[config.mk]
export PLATFORM = sky130hd
export DESIGN_NAME = pipelined_adder_sub
export DESIGN_NICKNAME = d
export VERILOG_FILES = /design/src/rtl/pipelined_adder_sub.sv
export SDC_FILE = /design/constraint.sdc
export NUM_CORES = 1
export LEC_CHECK = 0
export ABC_AREA = 1
export CAP_MARGIN = 20
export CORE_MARGIN = 10
export CORE_UTILIZATION = 55
export CTS_CLUSTER_SIZE = 25
export DETAILED_ROUTE_END_ITERATION = 10
export MAX_ROUTING_LAYER = met4
export PLACE_DENSITY = 0.8
export SYNTH_ARGS = -nofsm -noshare
export SYNTH_HDL_FRONTEND = slang
export SYNTH_SLANG_ARGS = --single-unit
[constraint.sdc]
create_clock -name clk -period 4.79 [get_ports clk]
set_input_delay 1.437 -clock clk [delete_from_list [all_inputs] [get_ports clk]]
set_output_delay 1.437 -clock clk [all_outputs]
set_load 0.01 [all_outputs]
[src/rtl/pipelined_adder_sub.sv]
// Pipelined two's-complement adder/subtractor: WIDTH bits split into STAGES
// ripple chunks, one chunk per stage, with a global-stall valid/ready handshake.
module pipelined_adder_sub #(
    parameter int unsigned WIDTH  = 16,
    parameter int unsigned STAGES = 4
) (
    input  logic             clk,
    input  logic             rst,
    input  logic             in_valid,
    output logic             in_ready,
    input  logic [WIDTH-1:0] a,
    input  logic [WIDTH-1:0] b,
    input  logic             cin,
    input  logic             sub,
    output logic             out_valid,
    input  logic             out_ready,
    output logic [WIDTH-1:0] sum,
    output logic             cout,
    output logic             ovf
);

    localparam int unsigned CHUNK = WIDTH / STAGES;
    localparam int unsigned LAST  = STAGES - 1;

    logic              adv;
    logic [STAGES-1:0] v_q;
    logic [STAGES-1:0] c_q;
    logic              ovf_q;
    logic [WIDTH-1:0]  a_q [STAGES];
    logic [WIDTH-1:0]  b_q [STAGES];
    logic [WIDTH-1:0]  s_q [STAGES];

    logic [STAGES-1:0] v_in;
    logic [STAGES-1:0] c_in;
    logic [STAGES-1:0] c_nx;
    logic              ovf_nx;
    logic [WIDTH-1:0]  a_in [STAGES];
    logic [WIDTH-1:0]  b_in [STAGES];
    logic [WIDTH-1:0]  s_in [STAGES];
    logic [WIDTH-1:0]  s_nx [STAGES];
    logic [CHUNK:0]    part [STAGES];

    function automatic logic [CHUNK:0] add_chunk(input logic [CHUNK-1:0] x,
                                                 input logic [CHUNK-1:0] y,
                                                 input logic             c);
        return {1'b0, x} + {1'b0, y} + (CHUNK+1)'(c);
    endfunction

    // Global stall: every stage moves only when the output slot frees up
    assign adv      = !v_q[LAST] || out_ready;
    assign in_ready = adv;

    always_comb begin
        v_in[0] = in_valid;
        a_in[0] = a;
        b_in[0] = sub ? ~b : b;
        c_in[0] = sub | cin;
        s_in[0] = '0;
        for (int unsigned k = 1; k < STAGES; k++) begin
            v_in[k] = v_q[k-1];
            a_in[k] = a_q[k-1];
            b_in[k] = b_q[k-1];
            c_in[k] = c_q[k-1];
            s_in[k] = s_q[k-1];
        end
        for (int unsigned k = 0; k < STAGES; k++) begin
            part[k] = add_chunk(a_in[k][k*CHUNK +: CHUNK], b_in[k][k*CHUNK +: CHUNK], c_in[k]);
            c_nx[k] = part[k][CHUNK];
            s_nx[k] = s_in[k];
            s_nx[k][k*CHUNK +: CHUNK] = part[k][CHUNK-1:0];
        end
        // Same-sign operands producing an opposite-sign result == carry-in(MSB) ^ carry-out(MSB)
        ovf_nx = (a_in[LAST][WIDTH-1] == b_in[LAST][WIDTH-1]) &&
                 (s_nx[LAST][WIDTH-1] != a_in[LAST][WIDTH-1]);
    end

    always_ff @(posedge clk or posedge rst) begin
        if (rst) begin
            v_q   <= '0;
            c_q   <= '0;
            ovf_q <= 1'b0;
            for (int unsigned k = 0; k < STAGES; k++) begin
                a_q[k] <= '0;
                b_q[k] <= '0;
                s_q[k] <= '0;
            end
        end else if (adv) begin
            v_q   <= v_in;
            c_q   <= c_nx;
            ovf_q <= ovf_nx;
            for (int unsigned k = 0; k < STAGES; k++) begin
                a_q[k] <= a_in[k];
                b_q[k] <= b_in[k];
                s_q[k] <= s_nx[k];
            end
        end
    end

    assign out_valid = v_q[LAST];
    assign sum       = s_q[LAST];
    assign cout      = c_q[LAST];
    assign ovf       = ovf_q;

endmodule

* After elaboration in Yosys (flattened, before gate mapping)
Index checks and enable logic that the tools add are counted.
Cells by class: add/sub/neg operators 8, equal/unequal tests 2, mux-type cells 1, bitwise gates (word level) 2, reductions and logical operators 3
Operators by type and width (count):
- $add 4x4->5 | 4
- $add 5x1->5 | 4
- $mux 16 | 1
- $not 16->16 | 1
- $eq 1x1->1 | 1
- $logic_and 1x1->1 | 1
- $logic_not 1->1 | 1
- $logic_or 1x1->1 | 1
- $ne 1x1->1 | 1
- $or 1x1->1 | 1
Word-level totals: flip-flop bits (word level) 145, bits of input ports 38, output and inout bits 20, logic and storage cells 29

* Depth between registers and ports, before layout
Gate-level depths: netlist (run 1).
word-level depth 4, depth in mapped cells 10, gate-level depth less buffers 8

* Worst setup path before layout (run 1)
No wires, ideal clock.
path type input -> output, start point input out_ready, end point output in_ready, arrival 1989 ps, required time 3353 ps, setup slack 1364 ps, cell stages on the path 4, path buffers 2, path through nor2_4 -> inv_2 -> buf_2 -> buf_2
Between the ends: longest elaborated chain between the ends 1
RTL lines:
- start: declaration | RTL line 16 | input logic out_ready,
- $logic_or 1x1->1 | RTL line 50 | assign adv = !v_q[LAST] || out_ready;
- end: declaration | RTL line 10 | output logic in_ready,
No other way between the ends.

* Final worst setup path (run 1)
Same ends and word-level chain as after synthesis.

==> results.cfg, run 1 <==
[power]
internal_power_w = 0.00199
power_frac_comb_pct = 37.0
switching_power_w = 0.00113
p_sw_share_pct = 36.2
power_leakage_nw = 2.56
power_frac_clock_pct = 18.7
max-vdd-ir-drop_uv = 244
p_seq_share_pct = 44.3
power-per-cell-area_nw_per_um2 = 606

[floorplan]
die_area_um2 = 11800
initial_core_util_pct = 56.0
pin_count = 58
die_x_um = 108
placementRows = 32
die_h_um = 108
core_um2 = 7690

[sta]
fin_setup_tns_ps = 0
hold_viol = 0
tightest_slew_ps = 959
clock-skew-final_ps = 9.50
fmax_ghz = 0.248
finalCritPeriodShare_pct = 84.3
slew_headroom_pct = 36.1
min_period_ps = 4040
finalSetupViolCount = 0
rsz0062_at_grt = false
slew_viol_final = 0
whs_ps = 454

[clocking]
clock_path_buffers = 2
cts_num_sinks = 97
postCtsHoldBufs = 0
root_buffer = clkbuf_8
post_cts_buffers = 0
htree_num_levels = 3
cts_tree = built
clk_pin_slew_ps = 80
clk_latency_ps = 360
numCtsBuffers = 9
ctsResizeCount = 0

[layout]
final_cell_mix = 207 x nand2_1, 97 x dfrtp_1, 57 x clkdlybuf4s50_1
final_common_cell = nand2_1
antennaDiodeCount = 0
area_delta_synth_final_pct = 19.7
nets = 587
drive_gt1_share_pct = 5.06
fillers = 629

[min_path]
hp-start = v_q[2]
hp-class = register to register
hold_depth = 2
whs_endpoint = v_q[3]

[synth]
synthTopCellsByArea = dfrtp_1 56%, nand2_1 18%, o21ai_0 5.3%
yosysTopAreaCellShare_pct = 56.4
syn_inst = 478
ys_seq_area_share_pct = 56.4
synth_largest_area_cell = dfrtp_1
ys_types = 17
syn-cell-area_um2 = 4310
yosys_warnings = 0
synthesis.nets = 536
synth.avg_cell_area_um2 = 9.01
synth_seq_cells = 97

[drt]
routed-via-count = 3142
viasPerCell = 4.94
drt_iter0_markers = 177
post_drt_wl_per_cell_um = 12.9
postRouteWirelength_um = 8220
drcViolationCount = 0
antenna_left = 0
dr.pass1.iters = 5

[worst_setup_path]
crit_chain = clkdlybuf4s50_1 > nor2_4 > inv_2 > clkdlybuf4s50_1
max_stage_delay_ps = 540
worstReg2RegStart = c_q[2]
cp.arrival_ps = 2600
r2r_end = c_q[3]
critPathKind = input port to output pin
worst_ep_required_time_ps = 3350
worst-path-max-fanout = 2
reg2regPathDepth = 6
crit_slowest_cell = clkdlybuf4s50_1
crit_start = out_ready
crit_path_start_kind = input port
worst-path-buf-inv = 3
crit_family = buffers and inverters
cp-end-kind = output pin
crit_path_frequent_cell = clkdlybuf4s50_1
r2r_slack_ps = 3020

[run_status]
outcome = finished, final reports clean

[global_route]
gr-total-overflow = 0
first_global_vias = 3153
antenna_found_initial = 0
grt_max_degree = 108
grt_pass1_wl_um = 14200
grtUsageTotal_pct = 15.2

[job]
maxCapViolations = 0

[placement]
port-buffer-count = 57
gp_congestion = 0.793
hpwl_um = 5520
layout make-up:
| class | instances | area [um2] | area share (%) |
|---|---|---|---|
| Sequential cell | 97 | 2430 | 47.1 |
| Inverter | 29 | 111 | 2.16 |
| Clock inverter | 6 | 88.8 | 1.72 |
| Timing Repair Buffer | 62 | 608 | 11.8 |
| Clock buffer | 10 | 138 | 2.67 |
| Multi-Input combinational cell | 330 | 1650 | 32.1 |
| Tap cell | 102 | 128 | 2.48 |
cell usage after synthesis (all sizes together):
master,number
buf,15
fa,8
clkbuf,7
or2,3
nor2,17
ha,12
o21ai,46
dfrtp,97
nand2,207
a21oi,7
xor2,4
nand3,14
inv,29
xnor2,12
power by group through the flow:
stage	clock [W]	sequential, W	combinational (W)
CTS	0.000597	0.00139	0.00117
detailed placement	0	0.00140	0.00116
global placement	0	0.00138	0.00110
floorplan	0	0.00139	0.000763
global route	0.000630	0.00143	0.00134
finish	0.000585	0.00138	0.00115
how the worst max path moves through the flow:
stage	cells past startpoint	slack (ps)	endpoint
2_1_floorplan	1	820	a_in[12]
3_3_place_gp	4	740	in_ready
3_5_place_dp	4	730	in_ready
4_1_cts	4	730	in_ready
5_1_grt	4	720	in_ready
6_report	4	750	in_ready
state kept, by name, indices dropped and copies added, names as in the netlist:
register  count
a_in         24
b_in         24
s_in         24
sum          16
c_q           4
v_q           4
ovf           1
logic make-up after synthesis:
kind of cell | count (synthesis) | synth area share (%)
adders and majority gates | 20 | 7.21
and+or+nand+nor | 241 | 21.8
xor gates and xnor gates | 16 | 3.25
AOI/OAI and AO/OA | 53 | 6.16
DFF | 97 | 56.4
buffers and inverters | 51 | 5.23
per-layer routing:
layer | up-vias | global-route usage, % | wire [um]
met4 | 0 | 6.12 | 128
li1 | 1581 | - | -
met3 | 12 | 3.03 | 361
met1 | 1473 | 18.6 | 3810
met5 | - | - | 0
met2 | 76 | 24.4 | 3910
per-stage QoR:
| stage | power (W) | utilization [%] | worst slack, ps | instance area [um2] | cells |
|---|---|---|---|---|---|
| 2_1_floorplan | 0.00215 | - | 819 | 4310 | 478 |
| 3_3_place_gp | 0.00248 | 64.1 | 738 | 4930 | 620 |
| 3_5_place_dp | 0.00255 | 64.1 | 734 | 4930 | 620 |
| 4_1_cts | 0.00315 | 67.0 | 729 | 5150 | 636 |
| 5_1_grt | 0.00341 | 67.0 | 720 | 5150 | 636 |
| 6_report | 0.00312 | 67.0 | 751 | 5150 | 636 |
worst register-to-register path: stages (launching register included):
cell	delay [ps]
dfrtp_1	410
fa_1	470
fa_1	400
nand2_1	100
inv_1	40
o21ai_0	170
a21oi_1	90
(Power assumes the default switching activity.)
==> run 2: changes to the inputs <==
--- a/config.mk
+++ b/config.mk
@@ -8,11 +8,11 @@
 export ABC_AREA = 1
 export CAP_MARGIN = 20
 export CORE_MARGIN = 10
-export CORE_UTILIZATION = 55
+export CORE_UTILIZATION = 49
 export CTS_CLUSTER_SIZE = 25
 export DETAILED_ROUTE_END_ITERATION = 10
 export MAX_ROUTING_LAYER = met4
-export PLACE_DENSITY = 0.8
+export PLACE_DENSITY = 0.75
 export SYNTH_ARGS = -nofsm -noshare
 export SYNTH_HDL_FRONTEND = slang
 export SYNTH_SLANG_ARGS = --single-unit
==> constraint.sdc (replaced) <==
create_clock -name clk -period 3.55 [get_ports clk]
set_input_delay 1.065 -clock clk [delete_from_list [all_inputs] [get_ports clk]]
set_output_delay 1.065 -clock clk [all_outputs]
set_load 0.01 [all_outputs]
==> run 2 against run 1 <==
  * Worst setup slack got worse by 490 ps
  * Cell count increased by 0.94%
  * Register-to-register slack worse by 1400 ps
  * Clock skew about the same
  * Worst hold slack gained 8.7 ps
  * Global-route usage decreased by 1.4 points
  * Sequential power grew 35%
  * First-iteration DRC count is 21% higher
  * Power up 38%
  * Sequential cell count did not move
  * Non-clock buffer count stayed put
  * Critical path type unchanged
  * Critical endpoint unchanged
==> results.cfg, run 2 (synthesis gave the netlist of run 1 again) <==
[worst_setup_path]
critPathKind = input port to output pin
crit_slowest_cell = clkdlybuf4s50_1
worstReg2RegStart = c_q[0]
crit_path_frequent_cell = clkdlybuf4s50_1
max_stage_delay_ps = 540
worst_ep_required_time_ps = 2480
worst-path-max-fanout = 2
r2r_end = c_q[1]
worst-path-buf-inv = 3
cp-end-kind = output pin
crit_chain = clkdlybuf4s50_1 > nor2_4 > inv_2 > clkdlybuf4s50_1
reg2regPathDepth = 6
cp.arrival_ps = 2230
crit_family = buffers and inverters
r2r_slack_ps = 1670
crit_path_start_kind = input port

[placement]
place_inst = 626
dpl-instance-area_um2 = 4940
hpwl_um = 5490
port-buffer-count = 57
gp_congestion = 0.807

[job]
maxCapViolations = 0

[sta]
clock-skew-final_ps = 9.24
hold_viol = 0
min_period_ps = 3290
slew_headroom_pct = 35.6
whs_ps = 463
slew_viol_final = 0
tightest_slew_ps = 966
finalSetupViolCount = 0
rsz0062_at_grt = false
finalCritPeriodShare_pct = 92.7
fmax_ghz = 0.304
fin_setup_tns_ps = 0

[layout]
antennaDiodeCount = 0
nets = 587
area_delta_synth_final_pct = 20.5
drive_gt1_share_pct = 5.06
final_common_cell = nand2_1
stdcell_area_um2 = 5190
final_cell_mix = 207 x nand2_1, 97 x dfrtp_1, 57 x clkdlybuf4s50_1
finalNonFillerCells = 642
fillers = 739

[global_route]
antenna_found_initial = 0
grtUsageTotal_pct = 13.8
first_global_vias = 3137
grt_max_degree = 108
grt_pass1_wl_um = 14400
gr-total-overflow = 0

[clocking]
numCtsBuffers = 9
postCtsHoldBufs = 0
post_cts_buffers = 0
clk_latency_ps = 360
htree_num_levels = 3
cts_num_sinks = 97
root_buffer = clkbuf_8
clk_pin_slew_ps = 90
ctsResizeCount = 0
clock_path_buffers = 2
cts_tree = built

[drt]
dr.pass1.iters = 5
routed-via-count = 3097
drt_iter0_markers = 214
postRouteWirelength_um = 8240
antenna_left = 0
post_drt_wl_per_cell_um = 12.8
drcViolationCount = 0
viasPerCell = 4.82

[floorplan]
pin_count = 58
die_h_um = 114
initial_core_util_pct = 49.9
core_um2 = 8640
die_area_um2 = 12900
placementRows = 34
die_x_um = 114

[run_status]
outcome = finished, final reports clean

[min_path]
whs_endpoint = v_q[3]
hp-start = v_q[2]
hold_depth = 2
hp-class = register to register

[power]
max-vdd-ir-drop_uv = 316
power_w = 0.00430
power_leakage_nw = 2.56
power-per-cell-area_nw_per_um2 = 829
==> run 2: changes by cell type in the layout (fill, tap and decap cells not counted) <==
cell,delta
clkinvlp_4,+1
bufinv_16,+1
clkinv_2,-1
inv_4,-1
==> run 2: worst max path at each step <==
stage / slack (ps) / startpoint / endpoint / cells past startpoint
floorplan: 650 / sub / c_q[0] / 9
global placement: 240 / out_ready / in_ready / 4
detailed placement: 230 / out_ready / in_ready / 4
CTS: 240 / out_ready / in_ready / 4
global route: 210 / out_ready / in_ready / 4
finish: 260 / out_ready / in_ready / 4
==> run 2: worst min-delay path, delay by kind of cell (launching register included) <==
family        cells  cell delay, ps
flops             1             340
buf+inv           1              40
simple gates      1              50
==> run 2: layout make-up <==
cell class,instances,area (um2),area share [%]
inverters,29,113,2.17
well taps,108,135,2.60
flip-flops and latches,97,2430,46.8
multi-input cells,330,1650,31.9
clock inverters,6,114,2.19
repair buffers,62,608,11.7
clock buffers,10,138,2.65
==> run 2: per-layer routing <==
layer,vias to the layer above,wire length [um],track usage (%)
met5,-,0,-
li1,1583,-,-
met4,0,90,4.74
met2,48,3890,21.5
met1,1461,3950,17.4
met3,5,314,3.41
==> run 2: stage by stage <==
stage	setup WS (ps)	utilization, %
after floorplan	655	-
after global placement	243	57.2
after global routing	213	60.1
final	260	60.1
after detailed placement	233	57.2
after CTS	238	60.1
==> run 2: power by group <==
group	internal, W	total, W	leakage [nW]	switching (W)
Combinational	0.000684	0.00157	1.27	0.000884
Clock	0.000490	0.000869	0.119	0.000379
Sequential	0.00159	0.00186	1.17	0.000268
==> run 3: changes to the inputs <==
--- a/config.mk
+++ b/config.mk
@@ -8,11 +8,12 @@
 export ABC_AREA = 1
 export CAP_MARGIN = 20
 export CORE_MARGIN = 10
-export CORE_UTILIZATION = 49
+export CORE_UTILIZATION = 51
+export CTS_BUF_LIST = sky130_fd_sc_hd__clkbuf_8
 export CTS_CLUSTER_SIZE = 25
 export DETAILED_ROUTE_END_ITERATION = 10
 export MAX_ROUTING_LAYER = met4
-export PLACE_DENSITY = 0.75
+export PLACE_DENSITY = 0.78
 export SYNTH_ARGS = -nofsm -noshare
 export SYNTH_HDL_FRONTEND = slang
 export SYNTH_SLANG_ARGS = --single-unit
==> run 3 against run 2 <==
  * First-iteration DRC count shrank 11%
  * Cell count shrank 0.62%
  * Utilization grew 2.6 points
  * Non-clock buffer count shrank 1
==> results.cfg, run 3 (synthesis gave the netlist of run 1 again) <==
[sta]
clock-skew-final_ps = 6.84
fin_setup_tns_ps = 0
whs_ps = 457
layout_setup_ws_ps = 254
min_period_ps = 3300
tightest_slew_ps = 954
finalCritPeriodShare_pct = 92.8
slew_headroom_pct = 36.4
rsz0062_at_grt = false
slew_viol_final = 0
finalSetupViolCount = 0
fmax_ghz = 0.303
hold_viol = 0

[drt]
drcViolationCount = 0
post_drt_wl_per_cell_um = 12.7
viasPerCell = 4.81
drt_iter0_markers = 191
routed-via-count = 3069
antenna_left = 0
dr.pass1.iters = 5
postRouteWirelength_um = 8100

[clocking]
clk_pin_slew_ps = 90
clk_latency_ps = 360
htree_num_levels = 3
ctsResizeCount = 0
clock_path_buffers = 2
postCtsHoldBufs = 0
post_cts_buffers = 0
cts_num_sinks = 97
numCtsBuffers = 9
root_buffer = clkbuf_8
cts_tree = built

[floorplan]
die_x_um = 112
die_area_um2 = 12500
initial_core_util_pct = 52.4
placementRows = 33
pin_count = 58
die_h_um = 112
core_um2 = 8220

[layout]
final_common_cell = nand2_1
nets = 586
area_delta_synth_final_pct = 19.5
drive_gt1_share_pct = 4.88
final_cell_mix = 207 x nand2_1, 97 x dfrtp_1, 57 x clkdlybuf4s50_1
antennaDiodeCount = 0
finalNonFillerCells = 638
utilization_pct = 62.6

[placement]
place_inst = 622
gp_congestion = 0.774
dp_worst_setup_slack_ps = 225
port-buffer-count = 57
hpwl_um = 5480

[worst_setup_path]
worst_ep_required_time_ps = 2480
cp.arrival_ps = 2230
reg2regPathDepth = 7
crit_slowest_cell = clkdlybuf4s50_1
r2r_end = s_in[22]
crit_chain = clkdlybuf4s50_1 > nor2_4 > inv_2 > clkdlybuf4s50_1
crit_path_frequent_cell = clkdlybuf4s50_1
critPathKind = input port to output pin
r2r_slack_ps = 1730
crit_start = out_ready
worst-path-max-fanout = 2
cp-end-kind = output pin
max_stage_delay_ps = 540
crit_path_start_kind = input port
critPathCapture = in_ready
worstReg2RegStart = c_q[0]

[power]
max-vdd-ir-drop_uv = 295
power-per-cell-area_nw_per_um2 = 812
power_leakage_nw = 2.55

[global_route]
grtUsageTotal_pct = 13.8
grt_max_degree = 108
antenna_found_initial = 0
grt_pass1_wl_um = 14500
first_global_vias = 3259
gr-total-overflow = 0

[min_path]
hp-class = register to register

[job]
maxCapViolations = 0

[run_status]
outcome = finished, final reports clean
run 3: cell count changes in the layout (fill, tap and decap cells not counted):
cell,delta
inv_6,+3
buf_4,-2
bufinv_16,-2
clkinvlp_4,-2
buf_12,+1
clkbuf_8,-1
clkinv_4,+1
inv_8,+1
run 3: power breakdown:
part | switching, W | internal (W)
clock | 0.000408 | 0.000342
combinational | 0.000884 | 0.000688
sequential | 0.000266 | 0.00159
run 3: layout make-up:
type                       count  area [um2]
fill                         697        3070
inverter                      29         113
tap                          105         131
clock buffer                   9         124
multi-input combinational    330        1650
sequential                    97        2430
clock inverter                 7        85.1
timing repair buffer          61         613
run 3: layer usage:
layer	wire length (um)	share of wire, %	up-vias	track usage, %
met1	4000	49	1406	17.1
met2	3700	46	70	21.9
li1	-	-	1582	-
met3	293	3.6	11	2.84
met4	107	1.3	0	5.06
met5	0	0	-	-
run 3: critical path, delay by kind of cell:
kind | cells | cell delay [ps]
buffers and inverters | 3 | 1100
AND/OR/NAND/NOR | 1 | 50
run 3: how the worst min path moves through the flow:
| stage | startpoint | end | slack (ps) | depth (start not counted) |
|---|---|---|---|---|
| 2_1_floorplan | v_q[2] | v_q[3] | 420 | 2 |
| 3_3_place_gp | v_q[2] | v_q[3] | 430 | 2 |
| 3_5_place_dp | v_q[2] | v_q[3] | 440 | 2 |
| 4_1_cts | v_q[2] | v_q[3] | 460 | 2 |
| 5_1_grt | v_q[2] | v_q[3] | 500 | 2 |
| 6_report | v_q[2] | v_q[3] | 460 | 2 |
run 3: per-stage QoR:
step,total power (W),area (um2)
after global routing,0.00457,5150
after CTS,0.00422,5150
after global placement,0.00337,4940
after detailed placement,0.00346,4940
final,0.00418,5150
after floorplan,0.00290,4310
